===== src/rtl/qaccum_seq_pkg.sv =====
// Shared Q-format helpers for the accumulating stages downstream of the
// sign-magnitude multiplier.
package qaccum_seq_pkg;

  localparam int DEF_Q     = 15;
  localparam int DEF_N     = 32;
  localparam int DEF_GUARD = 8;

  typedef enum logic {EMPTY = 1'b0, FULL = 1'b1} ostate_t;

  typedef struct packed {
    logic [DEF_N-1:0] data;
    logic             sat;
  } qres_t;

  function automatic int acc_width(input int n, input int guard);
    return n + guard;
  endfunction

endpackage


===== src/rtl/qaccum_seq_qsat_sm.sv =====
// Wide two's-complement to N-bit sign-magnitude with magnitude clamp.
// Reusable by any accumulating stage that hands results to a sign-magnitude consumer.
module qsat_sm #(
  parameter int N     = 32,
  parameter int ACC_W = 40
) (
  input  logic [ACC_W-1:0] acc,
  output logic [N-1:0]     sm,
  output logic             sat
);

  localparam logic [ACC_W-1:0] MAX_MAG = {{(ACC_W-N+1){1'b0}}, {(N-1){1'b1}}};

  logic             neg;
  logic [ACC_W-1:0] mag;
  logic [ACC_W-1:0] mag_c;

  always_comb begin
    neg   = acc[ACC_W-1];
    // Unsigned negate is correct even for the most negative value.
    mag   = neg ? (~acc + 1'b1) : acc;
    sat   = (mag > MAX_MAG);
    mag_c = sat ? MAX_MAG : mag;
    sm    = {neg & (|mag_c), mag_c[N-2:0]};
  end

endmodule


===== src/rtl/qaccum_seq.sv =====
// Grouped saturating accumulator for Q-format sign-magnitude products;
// one sign-magnitude result per in_last-delimited group.
module qaccum_seq
  import qaccum_seq_pkg::*;
#(
  parameter int Q     = DEF_Q,
  parameter int N     = DEF_N,
  parameter int GUARD = DEF_GUARD
) (
  input  logic         clk,
  input  logic         rst,
  input  logic         in_valid,
  output logic         in_ready,
  input  logic [N-1:0] in_data,
  input  logic         in_last,
  output logic         out_valid,
  input  logic         out_ready,
  output logic [N-1:0] out_data,
  output logic         out_sat
);

  localparam int ACC_W = acc_width(N, GUARD);
  localparam logic signed [ACC_W:0] ACC_MAX = {2'b00, {(ACC_W-1){1'b1}}};
  localparam logic signed [ACC_W:0] ACC_MIN = -ACC_MAX;

  if (Q >= N - 1) begin : g_bad_q
    $error("qaccum_seq: Q must leave at least one integer bit");
  end

  ostate_t                 state;
  logic signed [ACC_W-1:0] acc;
  logic                    first;
  logic                    sat_flag;

  logic                    in_xfer, out_xfer;
  logic [ACC_W-1:0]        mag_ext;
  logic signed [ACC_W-1:0] term;
  logic signed [ACC_W:0]   sum;
  logic signed [ACC_W-1:0] acc_nxt;
  logic                    add_sat;
  logic                    grp_sat;
  logic [N-1:0]            res_sm;
  logic                    res_clamp;

  assign out_valid = (state == FULL);
  assign in_ready  = !out_valid || out_ready;
  assign in_xfer   = in_valid && in_ready;
  assign out_xfer  = out_valid && out_ready;

  always_comb begin
    mag_ext = {{(GUARD+1){1'b0}}, in_data[N-2:0]};
    // Negative zero collapses to zero through the negate.
    term    = in_data[N-1] ? (ACC_W'(0) - mag_ext) : mag_ext;
    sum     = {acc[ACC_W-1], acc} + {term[ACC_W-1], term};
    add_sat = 1'b0;
    if (first) begin
      acc_nxt = term;
    end else if (sum > ACC_MAX) begin
      acc_nxt = ACC_MAX[ACC_W-1:0];
      add_sat = 1'b1;
    end else if (sum < ACC_MIN) begin
      acc_nxt = ACC_MIN[ACC_W-1:0];
      add_sat = 1'b1;
    end else begin
      acc_nxt = sum[ACC_W-1:0];
    end
    grp_sat = sat_flag | add_sat;
  end

  qsat_sm #(.N(N), .ACC_W(ACC_W)) u_sat (
    .acc (acc_nxt),
    .sm  (res_sm),
    .sat (res_clamp)
  );

  always_ff @(posedge clk) begin
    if (rst) begin
      state    <= EMPTY;
      out_data <= '0;
      out_sat  <= 1'b0;
      acc      <= '0;
      first    <= 1'b1;
      sat_flag <= 1'b0;
    end else begin
      if (in_xfer) begin
        acc <= acc_nxt;
        if (in_last) begin
          first    <= 1'b1;
          sat_flag <= 1'b0;
          out_data <= res_sm;
          out_sat  <= grp_sat | res_clamp;
          state    <= FULL;
        end else begin
          first    <= 1'b0;
          sat_flag <= grp_sat;
        end
      end
      if (out_xfer && !(in_xfer && in_last))
        state <= EMPTY;
    end
  end

endmodule


===== config.mk =====
export PLATFORM = sky130hd
export DESIGN_NAME = qaccum_seq
export DESIGN_NICKNAME = d
export VERILOG_FILES = /design/src/rtl/qaccum_seq_pkg.sv /design/src/rtl/qaccum_seq_qsat_sm.sv /design/src/rtl/qaccum_seq.sv
export SDC_FILE = /design/constraint.sdc
export NUM_CORES = 1
export LEC_CHECK = 0
export BUFFER_PORTS_ARGS = -buffer_cell sky130_fd_sc_hd__clkbuf_2
export CELL_PAD_IN_SITES_DETAIL_PLACEMENT = 0
export CELL_PAD_IN_SITES_GLOBAL_PLACEMENT = 1
export CORE_MARGIN = 2
export CORE_UTILIZATION = 42
export CTS_BUF_LIST = sky130_fd_sc_hd__clkbuf_8
export DETAILED_ROUTE_END_ITERATION = 8
export PLACE_DENSITY = 0.79
export SKIP_CTS_REPAIR_TIMING = 1
export SYNTH_ARGS = -nofsm -noshare
export SYNTH_HDL_FRONTEND = slang
export SYNTH_SLANG_ARGS = --single-unit

===== constraint.sdc =====
create_clock -name clk -period 12.02 [get_ports clk]
set_input_delay 0.601 -clock clk [delete_from_list [all_inputs] [get_ports clk]]
set_output_delay 0.601 -clock clk [all_outputs]
set_load 0.01 [all_outputs]

Yosys cells after proc, flatten, opt, wreduce, memory -nomap -nowiden
Index checks and enable logic that the tools add are counted.
{"block": "totals", "reg_bits": 76, "inputBits": 37, "out_inout_bits": 35, "wordCells": 37}
{"block": "classes", "n_addsub": 3, "magnitude_cmp": 3, "muxes": 11, "n_bitwise": 4, "n_reduce_logical": 10}
{"op": "$mux W40", "count": 6}
{"op": "$add A40 B40 Y41", "count": 1}
{"op": "$gt A41 B40 Y1 const B", "count": 1}
{"op": "$lt A41 B40 Y1 const B", "count": 1}
{"op": "$add A40 B1 Y40 const B", "count": 1}
{"op": "$gt A40 B31 Y1 const B", "count": 1}
{"op": "$not A40 Y40", "count": 1}
{"op": "$reduce_or A40 Y1", "count": 1}
{"op": "$sub A1 B31 Y32 const A", "count": 1}
{"op": "$mux W1", "count": 5}
{"op": "$logic_and A1 B1 Y1", "count": 4}
{"op": "$logic_not A1 Y1", "count": 2}
{"op": "$or A1 B1 Y1", "count": 2}
{"op": "$reduce_and A2 Y1", "count": 1}
{"op": "$reduce_or A2 Y1", "count": 1}
{"op": "$and A1 B1 Y1", "count": 1}
{"op": "$logic_or A1 B1 Y1", "count": 1}

Depth between registers and ports, before layout
Gate-level depths: netlist of run 1.
{"block": "depth", "word_depth": 14, "depth_mapped": 34}

Hierarchy
From an unflattened synthesis of run 1, not the netlist that was laid out.
{"block": "unflattened", "hier_cells": 1278, "hier_area_um2": 9212.6}
{"mod": "qaccum_seq", "n_inst": 1, "cells_per_inst": 987, "area_each_um2": 7322.0}
{"mod": "qsat_sm", "n_inst": 1, "cells_per_inst": 291, "area_each_um2": 1890.6}

Least setup slack after synthesis of run 1
No wires, ideal clock.
{"block": "synth_timing", "kind": "input-to-reg", "startpoint": "input port in_data[5]", "endpoint": "register out_data[31]", "setup_ps": 130, "arrival_time_ps": 8014, "t_required_ps": 11890, "setup_slack_ps": 3875, "stages": 31, "path_cell_list": "clkbuf_1 -> or4_1 -> buf_2 -> or4_1 -> buf_2 -> o31ai_4 -> xor2_1 -> inv_1 -> ha_1 -> clkbuf_1 -> a21oi_1 -> o21ai_0 -> a221oi_1 -> a21oi_1 -> a2111oi_0 -> or3_1 -> nor4b_1 -> o21a_1 -> inv_2 -> clkbuf_1 -> ha_1 -> o21ai_0 -> nor3b_1 -> nor3b_1 -> o21ai_0 -> o31ai_1 -> xnor2_1 -> nand4_1 -> or4_1 -> nor3_1 -> o41ai_1"}
{"block": "synth_between", "elab_chain_cells": 14}
{"item": "from (decl)", "line": "qaccum_seq.sv:14", "text": "input logic [N-1:0] in_data,"}
{"item": "$sub A1 B31 Y32", "line": "qaccum_seq.sv:53", "text": "term = in_data[N-1] ? (ACC_W'(0) - mag_ext) : mag_ext;"}
{"item": "$mux W40 (*)", "line": "qaccum_seq.sv:53"}
{"item": "$add A40 B40 Y41", "line": "qaccum_seq.sv:54", "text": "sum = {acc[ACC_W-1], acc} + {term[ACC_W-1], term};"}
{"item": "$lt A41 B40 Y1", "line": "qaccum_seq.sv:61", "text": "end else if (sum < ACC_MIN) begin"}
{"item": "$mux W40", "line": "qaccum_seq.sv:61"}
{"item": "$mux W40", "line": "qaccum_seq.sv:58", "text": "end else if (sum > ACC_MAX) begin"}
{"item": "$mux W40 (*)", "line": "qaccum_seq.sv:56", "text": "if (first) begin"}
{"item": "$not A40 Y40", "line": "qaccum_seq_qsat_sm.sv:21", "text": "mag = neg ? (~acc + 1'b1) : acc;"}
{"item": "$add A40 B1 Y40", "line": "qaccum_seq_qsat_sm.sv:21"}
{"item": "$mux W40", "line": "qaccum_seq_qsat_sm.sv:21"}
{"item": "$gt A40 B31 Y1", "line": "qaccum_seq_qsat_sm.sv:22", "text": "sat = (mag > MAX_MAG);"}
{"item": "$mux W40", "line": "qaccum_seq_qsat_sm.sv:23", "text": "mag_c = sat ? MAX_MAG : mag;"}
{"item": "$reduce_or A40 Y1", "line": "qaccum_seq_qsat_sm.sv:24", "text": "sm = {neg & (|mag_c), mag_c[N-2:0]};"}
{"item": "$and A1 B1 Y1 (*)", "line": "qaccum_seq_qsat_sm.sv:24"}
{"item": "to (signal assigned)", "line": "qaccum_seq.sv:90", "text": "out_data <= res_sm;"}
{"item": "to (decl)", "line": "qaccum_seq.sv:18", "text": "output logic [N-1:0] out_data,"}
Every way passes the cells marked *; elsewhere a longest branch is shown, timed or not.
A chain may end at the register's enable or synchronous reset.

Worst setup path after layout of run 1
{"block": "layout_timing", "startpoint": "input port in_data[6]", "endpoint": "register out_data[0]"}
{"block": "layout_between", "elab_chain_cells": 12}
{"item": "$sub A1 B31 Y32", "line": "qaccum_seq.sv:53"}
{"item": "$mux W40 (*)", "line": "qaccum_seq.sv:53"}
{"item": "$add A40 B40 Y41", "line": "qaccum_seq.sv:54"}
{"item": "$lt A41 B40 Y1", "line": "qaccum_seq.sv:61"}
{"item": "$mux W40", "line": "qaccum_seq.sv:61"}
{"item": "$mux W40", "line": "qaccum_seq.sv:58"}
{"item": "$mux W40 (*)", "line": "qaccum_seq.sv:56"}
{"item": "$not A40 Y40", "line": "qaccum_seq_qsat_sm.sv:21"}
{"item": "$add A40 B1 Y40", "line": "qaccum_seq_qsat_sm.sv:21"}
{"item": "$mux W40 (*)", "line": "qaccum_seq_qsat_sm.sv:21"}
{"item": "$gt A40 B31 Y1", "line": "qaccum_seq_qsat_sm.sv:22"}
{"item": "$mux W40 (*)", "line": "qaccum_seq_qsat_sm.sv:23"}
Marks and branches as above.

==> results of run 1 <==
state kept, by name (all words and copies together), names as in the netlist:
name / cells
sat_flag: 1
first: 1
out_data: 32
out_sat: 1
out_valid: 1
acc: 40
area by class of cell:
type	instances	area (µm²)
fill	2374	12200
antenna	1	2.50
clock inverter	6	71.3
timing repair buffer	96	543
sequential	76	1520
inverter	37	139
clock buffer	10	138
multi-input combinational	1177	7500
tap	285	357
Yosys cell counts, types with 13 or more instances:
cell,number
nand4_1,40
o21ai_0,73
xor2_1,32
nor4_1,15
ha_1,45
a21o_1,23
o31ai_1,20
o211ai_1,20
clkbuf_1,77
a311oi_1,26
nand2_1,125
a31oi_1,18
a211oi_1,38
dfxtp_1,76
nor3_1,40
inv_1,36
xnor2_1,40
and3_1,14
a21oi_1,124
or3_1,20
o21a_1,13
nor2_1,173
nand3_1,33
layer usage:
layer  vias to the layer above  share of wire [%]  global-route usage, %
met1                      5209                 43                   43.8
met4                         0                4.6                   14.3
li1                       5305                  -                      -
met2                       610                 44                   50.6
met3                       110                8.1                   4.76
met5                         -                  0                      0
cell families after synthesis:
| kind of cell | count (synthesis) | share of synthesized area [%] |
|---|---|---|
| buffers and inverters | 138 | 5.76 |
| AOI/OAI and AO/OA | 494 | 35.6 |
| xor gates and xnor gates | 72 | 6.59 |
| muxes | 13 | 1.39 |
| DFF | 76 | 15.9 |
| and+or+nand+nor | 552 | 28.7 |
| adders and majority gates | 46 | 6.10 |
worst max-delay path: cells and delay by family:
family / cells / cell delay [ns]
buffers and inverters: 4 / 0.90
AOI/OAI and AO/OA: 12 / 3.22
and+or+nand+nor: 10 / 4.41
adders and majority gates: 2 / 0.70
xor gates and xnor gates: 1 / 0.34
power by group through the flow:
stage	Clock, mW	Combinational [mW]	Sequential (mW)
2_1_floorplan	0	0.499	0.293
3_3_place_gp	0	0.715	0.296
3_5_place_dp	0	0.718	0.296
4_1_cts	0.227	0.722	0.290
5_1_grt	0.235	0.800	0.292
6_report	0.225	0.743	0.290
how the worst max path moves through the flow:
stage | cells past startpoint | end
floorplan | 31 | out_data[31]$_SDFFE_PP0P_
global placement | 28 | out_data[9]$_SDFFE_PP0P_
detailed placement | 28 | out_data[0]$_SDFFE_PP0P_
CTS | 28 | out_data[0]$_SDFFE_PP0P_
global route | 30 | out_data[0]$_SDFFE_PP0P_
finish | 29 | out_data[0]$_SDFFE_PP0P_
==> flow_summary.yaml, run 1 <==
route:
  vias: 11200
  wl_per_cell_um: 23.3
  drt-pass1-iter-count: 6
  drt_iter0_drc: 1228
  drcViolationCount: 0
  drt_wl_total_um: 39400
  ant_nets: 0
  via_per_inst: 6.66
timing:
  maxSlewHeadroom_pct: 21.3
  timing.hold.ws_ns: 0.472
  min_period_ns: 10.0
  final_hold_viol_count: 0
  rsz0062_at_grt: "false"
  clock_skew_ns: 0.0230
  setup_viol: 0
  worst_pin_slew_ns: 1.17
  final_max_slew_viol_count: 0
  finalSetupTns_ns: 0
  max_freq_mhz: 100
  fin_ws_ns: 2.02
  fin_crit_sh_pct: 83.2
power:
  p_switching_uw: 637
  p_int_uw: 620
  clkPwrFrac_pct: 17.9
  total_power_mw: 1.26
  switching_share_pct: 50.7
  p_seq_share_pct: 23.1
  share_comb_of_total_power_pct: 59.1
  p_leak_nw: 4.02
  ir_drop_mv: 0.0635
  powerDensity_mw_per_mm2: 122
critical_path:
  required_ns: 12.23
  rrSetupSlack_ns: 4.05
  r2r-end: "out_data[0]$_SDFFE_PP0P_"
  criticalPathCategory: "primary input to flop"
  end_kind: "flop"
  crit_slowest_cell: "nor4_1"
  r2r-start: "acc[9]$_SDFFE_PP0P_"
  startpoint: "in_data[6]"
  slowest_delay_ns: 1.01
  r2r_cells: 22
  crit_fanout: 17
  start_kind: "primary input"
  critical_path_arrival_ns: 10.21
cells_and_area:
  final_core_util_pct: 45.6
  fin_cells: 1688
  postLayoutCellArea_mm2: 0.0103
  drive_gt1_share_pct: 10.1
  area_delta_synth_final_pct: 7.38
  nNetsFinal: 1480
  final_cell_mix: "173 x nor2_1, 125 x nand2_1, 124 x a21oi_1, 75 x dfxtp_1, 73 x o21ai_0"
  final_common_cell: "nor2_1"
grt:
  grt_first_pass_wirelength_um: 60300
  grt_usage_pct: 32.2
  grt_max_degree: 83
  grt_antenna_before_repair: 0
  grt-ovfl-total: 0
  first_global_vias: 10300
flow_run:
  cap_violations: 0
synth:
  synth-seq-cells: 76
  syn_nets: 1474
  yosysTopAreaCell: "dfxtp_1"
  synth-edff-count: 0
  synth-seq-area-share_pct: 15.9
  synth_area_mm2: 0.00956
  ys_async_sr_fraction_pct: 0
  synth_cells: 1391
  ys.flop_type: "dfxtp_1"
  ys_warn_count: 0
  synth_top_cell_area_share_pct: 15.9
  synth_area_leaders: "dfxtp_1 16%, nor2_1 6.8%, a21oi_1 6.5%, ha_1 5.9%, nand2_1 4.9%"
  ys_types: 88
  avgSynthCellArea_um2: 6.87
clock_network:
  clk_latency_ns: 0.39
  cts_buffer_depth: 2
  clk_pin_slew_worst_paths_ns: 0.10
  cts_made_buffers: 9
  cts_root_buffer: "clkbuf_8"
  htreeDepth: 3
  cts_tree: "built"
  cts_sinks: 76
floorplanning:
  core_mm2: 0.0225
  ios: 72
  die_w_um: 155
  fp.dieH_um: 155
  initial_core_util_pct: 42.5
  num_rows: 55
  dieArea_mm2: 0.0240
min_path:
  min_to: "acc[15]$_SDFFE_PP0P_"
  hp-class: "flop to flop"
  hp-start: "acc[15]$_SDFFE_PP0P_"
  hold_depth: 2
placement:
  hpwlAfterDp_um: 31100
  dp_slack_ns: 2.03
  io_buffers: 71
  place_area_mm2: 0.0101
  routabilityCongestion: 1.01
  place_inst: 1671
outcome:
  status: "finished clean"
(Power assumes the default switching activity.)
==> run 2: changes to the inputs <==
ABC_AREA = 1   (was unset)
PLACE_DENSITY = 0.84   (was 0.79)
clock period = 10.15 ns   (was 12.02 ns; I/O delays follow)
==> run 2 against run 1 <==
Compared with the run above: first-iteration DRC count decreased by 33%; sequential share of layout area increased by 0.31 points; die area decreased by 2.4%; combinational power increased by 8.3%; sequential power increased by 19%; hold slack got worse by 0.016 ns; final area decreased by 2.1%; non-clock buffer count decreased by 19; clock-buffer cell count decreased by 1; clock power increased by 2%.
==> flow_summary.yaml, run 2 <==
outcome:
  status: "finished clean"
route:
  vias: 10600
  drt_iter0_drc: 817
  wl_per_cell_um: 15.1
  drcViolationCount: 0
  ant_nets: 0
  drt-pass1-iter-count: 9
  drt_wl_total_um: 31300
  via_per_inst: 5.11
synth:
  synth_cells: 1747
  synth_common_cells: "656 x nand2_1, 280 x inv_1, 157 x nor2_1"
  ys_warn_count: 0
  synth_most_common_cell: "nand2_1"
  synth_area_mm2: 0.00933
  synth-seq-cells: 76
  synth_area_leaders: "nand2_1 26%, dfxtp_1 16%, inv_1 11%, nor2_1 6.3%, ha_1 6.0%"
  synth-edff-count: 0
  syn_nets: 1830
  avgSynthCellArea_um2: 5.34
  ys_types: 43
  yosysTopAreaCell: "nand2_1"
  synth_top_cell_area_share_pct: 26.4
  synth-seq-area-share_pct: 16.3
  ys.flop_type: "dfxtp_1"
  ys_async_sr_fraction_pct: 0
floorplanning:
  fp.dieH_um: 153
  die_w_um: 153
  ios: 72
  initial_core_util_pct: 42.7
  core_mm2: 0.0218
  num_rows: 54
  dieArea_mm2: 0.0234
timing:
  max_freq_mhz: 131
  maxSlewHeadroom_pct: 35.4
  timing.hold.ws_ns: 0.456
  final_max_slew_viol_count: 0
  clock_skew_ns: 0.0125
  rsz0062_at_grt: "false"
  worst_pin_slew_ns: 0.966
  fin_crit_sh_pct: 75.4
  final_hold_viol_count: 0
  setup_viol: 0
  finalSetupTns_ns: 0
  min_period_ns: 7.65
clock_network:
  cts_sinks: 76
  cts_root_buffer: "clkbuf_8"
  cts_made_buffers: 9
  clk_latency_ns: 0.36
  cts_buffer_depth: 2
  clk_pin_slew_worst_paths_ns: 0.08
  cts_tree: "built"
  htreeDepth: 3
cells_and_area:
  final_common_cell: "nand2_1"
  diodes: 0
  final_cell_mix: "656 x nand2_1, 279 x inv_1, 157 x nor2_1, 103 x nand3_1, 87 x a21oi_1"
  largest_reg_flops: 40
  nNetsFinal: 1876
  area_delta_synth_final_pct: 7.73
  drive_gt1_share_pct: 9.91
  final_core_util_pct: 46.0
  regMostFlops: "acc"
  biggestRegsByFlops: "acc (40), out_data (32)"
power:
  p_seq_share_pct: 25.1
  ir_drop_mv: 0.0616
  share_comb_of_total_power_pct: 58.3
  p_int_uw: 682
  clkPwrFrac_pct: 16.6
  powerDensity_mw_per_mm2: 137
  p_switching_uw: 699
  switching_share_pct: 50.6
  p_leak_nw: 5.75
grt:
  grt_antenna_before_repair: 0
  grt_first_pass_wirelength_um: 50300
  grt_max_degree: 84
  grt_usage_pct: 26.6
  first_global_vias: 9766
  grt-ovfl-total: 0
min_path:
  hold_depth: 2
  hp-class: "flop to flop"
  hp-start: "out_data[3]$_SDFFE_PP0P_"
  min_to: "out_data[3]$_SDFFE_PP0P_"
placement:
  io_buffers: 71
  routabilityCongestion: 1.03
  hpwlAfterDp_um: 25800
critical_path:
  slowest_delay_ns: 0.59
  critical_path_arrival_ns: 7.91
  rrSetupSlack_ns: 4.08
  r2r_cells: 33
  r2r-end: "out_data[31]$_SDFFE_PP0P_"
  criticalPathCategory: "primary input to flop"
  crit_fanout: 40
  r2r-start: "acc[0]$_SDFFE_PP0P_"
  end_kind: "flop"
  crit_top_cell: "nand2_1"
  worst-path-buf-inv: 6
  crit_slowest_cell: "nand2_2"
  start_kind: "primary input"
  crit_family: "simple AND/OR/NAND/NOR gates"
  required_ns: 10.40
flow_run:
  cap_violations: 0
==> run 2: changes by cell type after synthesis, sizes merged, moves of 26 or more <==
cell / change
a211oi: -41
nand3: +70
xnor2: -33
a311oi: -26
clkbuf: -48
a21oi: -35
nand2: +559
inv: +249
==> run 2: kinds of logic after synthesis <==
| logic type | after synthesis | share of synthesized area (%) |
|---|---|---|
| simple gates | 1048 | 47.9 |
| compound gates | 207 | 11.7 |
| buf+inv | 329 | 13.9 |
| xor+xnor | 41 | 3.93 |
| flops | 76 | 16.3 |
| fa+ha+maj | 46 | 6.25 |
==> run 2: per-stage QoR <==
step	cells	worst slack, ns	cell area [µm²]	total power [mW]
5_1_grt	2077	1.65	10000	1.51
3_5_place_dp	2062	2.43	9860	1.15
2_1_floorplan	1747	4.58	9330	0.946
6_report	2077	2.50	10000	1.38
4_1_cts	2077	2.76	10000	1.38
3_3_place_gp	2062	2.40	9860	1.15
==> run 2: area by class of cell <==
class	instances	area (µm²)
well taps	280	350
clock buffers	9	124
multi-input cells	1342	6510
inverters	287	1080
repair buffers	77	400
clock inverters	6	66.3
fillers	2465	11800
flip-flops and latches	76	1520
==> run 2: power groups by stage <==
stage	Combinational (mW)	Sequential (mW)	Clock [mW]
floorplan	0.597	0.349	0
global placement	0.796	0.353	0
detailed placement	0.795	0.353	0
CTS	0.800	0.346	0.234
global route	0.916	0.348	0.247
finish	0.805	0.346	0.230
==> run 2: how the worst max path moves through the flow <==
stage               startpoint                        end  slack, ns  cells after the start
finish              in_data[0]  out_data[31]$_SDFFE_PP0P_       2.50                     45
global route        in_data[0]  out_data[31]$_SDFFE_PP0P_       1.65                     45
CTS                 in_data[0]  out_data[31]$_SDFFE_PP0P_       2.76                     45
detailed placement  in_data[0]  out_data[31]$_SDFFE_PP0P_       2.43                     46
global placement    in_data[0]  out_data[31]$_SDFFE_PP0P_       2.40                     43
floorplan           in_data[0]  out_data[12]$_SDFFE_PP0P_       4.58                     43
==> run 2: worst min-delay path, stage by stage, from the launching register on <==
cell,delay (ns)
dfxtp_1,0.31
nand2_1,0.06
nand2_1,0.05
==> run 2: per-layer routing <==
metal  share of wire (%)  track usage [%]  vias up  wire (µm)
met3                 6.8             4.25       59       2140
met5                   0                0        -          0
met4                 3.2             8.02        0       1000
li1                    -                -     5527          -
met1                  46             36.3     4678      14500
met2                  44             43.0      358      13700
==> run 3: changes to the inputs <==
clock period = 7.3 ns   (was 10.15 ns; I/O delays follow)
==> run 3 against run 2 <==
Compared with the run above: non-clock buffer count is 12 higher; die area is the same; sequential power rose by 40%; largest cell class unchanged; final area is 1.6% higher; highest routed layer unchanged.
==> flow_summary.yaml, run 3 (synthesized netlist as in run 2, its figures left out) <==
outcome:
  status: "finished clean"
cells_and_area:
  final_common_cell: "nand2_1"
  fin_cells: 2090
  final_core_util_pct: 46.8
  drive_gt1_share_pct: 10.9
  final_cell_mix: "655 x nand2_1, 278 x inv_1, 154 x nor2_1, 103 x nand3_1, 87 x a21oi_1"
  nNetsFinal: 1888
  biggestRegsByFlops: "acc (40), out_data (32)"
  area_delta_synth_final_pct: 9.50
  fillCellCount: 2477
  largest_reg_flops: 40
  diodes: 0
  regMostFlops: "acc"
critical_path:
  critical_path_arrival_ns: 6.79
  slowest_delay_ns: 0.36
  start_kind: "primary input"
  required_ns: 7.52
  criticalPathCategory: "primary input to flop"
  crit_fanout: 40
  r2r-start: "acc[0]$_SDFFE_PP0P_"
  crit_slowest_cell: "ha_1"
  crit_end: "out_data[13]$_SDFFE_PP0P_"
  crit_top_cell: "nand2_1"
  startpoint: "in_data[0]"
  r2r_cells: 34
  end_kind: "flop"
  rrSetupSlack_ns: 1.96
  r2r-end: "out_data[13]$_SDFFE_PP0P_"
floorplanning:
  initial_core_util_pct: 42.7
  num_rows: 54
  ios: 72
  dieArea_mm2: 0.0234
  fp.dieH_um: 153
  core_mm2: 0.0218
  die_w_um: 153
timing:
  timing.hold.ws_ns: 0.346
  clock_skew_ns: 0.0195
  min_period_ns: 6.56
  worst_pin_slew_ns: 1.08
  final_hold_viol_count: 0
  fin_crit_sh_pct: 89.9
  finalSetupTns_ns: 0
  setup_viol: 0
  maxSlewHeadroom_pct: 27.7
  final_max_slew_viol_count: 0
  max_freq_mhz: 152
placement:
  io_buffers: 71
  routabilityCongestion: 1.01
  hpwlAfterDp_um: 27400
  place_inst: 2074
min_path:
  hp-class: "primary input to flop"
  hp-start: "out_ready"
clock_network:
  htreeDepth: 3
  cts_buffer_depth: 2
  cts_made_buffers: 9
  cts_tree: "built"
  clk_latency_ns: 0.37
  clk_pin_slew_worst_paths_ns: 0.09
  cts_root_buffer: "clkbuf_8"
  cts_sinks: 76
grt:
  grt_use_met3_pct: 4.03
  gr-usage-met1_pct: 38.0
  met2_usage_pct: 46.4
  top_usage_layer: "met2"
  first_global_vias: 9886
  grt_max_degree: 84
  grt-ovfl-total: 0
  grt_usage_pct: 28.0
  grt_antenna_before_repair: 0
  grt_first_pass_wirelength_um: 52500
power:
  ir_drop_mv: 0.0956
  powerDensity_mw_per_mm2: 197
  total_power_mw: 2.01
  p_leak_nw: 5.84
route:
  drt_wl_total_um: 32500
  wl_per_cell_um: 15.5
  drcViolationCount: 0
  drt_iter0_drc: 865
  via_per_inst: 5.12
  vias: 10700
  ant_nets: 0
  drt-pass1-iter-count: 5
flow_run:
  cap_violations: 0
-- run 3: cell type report --
class                      count  area [µm²]  area share [%]
clock inverter                 7        98.8           0.968
inverter                     287        1080            10.5
multi-input combinational   1342        6540            64.0
clock buffer                   9         124            1.21
sequential                    76        1520            14.9
tap                          280         350            3.43
timing repair buffer          89         503            4.92
-- run 3: where the power goes --
part | internal [mW] | switching (mW) | total, mW
combinational | 0.360 | 0.793 | 1.15
sequential | 0.453 | 0.0322 | 0.485
clock | 0.195 | 0.179 | 0.374
total | 1.01 | 1.00 | 2.01
-- run 3: per-stage QoR --
step / area (µm²) / worst slack [ns]
finish: 10200 / 0.739
global route: 10200 / -0.00830
CTS: 10200 / 0.590
detailed placement: 9960 / 0.223
global placement: 9960 / 0.342
floorplan: 9330 / 1.87
-- run 3: worst min path at each step --
| stage | to | slack (ns) | cells past startpoint |
|---|---|---|---|
| 4_1_cts | out_valid$_SDFFE_PP0P_ | 0.34 | 4 |
| 3_5_place_dp | out_data[29]$_SDFFE_PP0P_ | 0.44 | 2 |
| 6_report | out_valid$_SDFFE_PP0P_ | 0.35 | 4 |
| 5_1_grt | out_valid$_SDFFE_PP0P_ | 0.42 | 4 |
| 3_3_place_gp | out_data[29]$_SDFFE_PP0P_ | 0.44 | 2 |
| 2_1_floorplan | sat_flag$_SDFFE_PP0P_ | 0.44 | 2 |
-- run 3: layer usage --
metal | up-vias | share of wire [%]
li1 | 5532 | -
met1 | 4787 | 46
met2 | 338 | 45
met3 | 44 | 5.8
met4 | 0 | 2.5
met5 | - | 0
-- run 3: critical path: cells and delay by family --
family / cells / cell delay [ns]
and+or+nand+nor: 32 / 4.40
buffers and inverters: 6 / 0.75
adders and majority gates: 3 / 0.68
AOI/OAI and AO/OA: 3 / 0.45
xor gates and xnor gates: 1 / 0.10
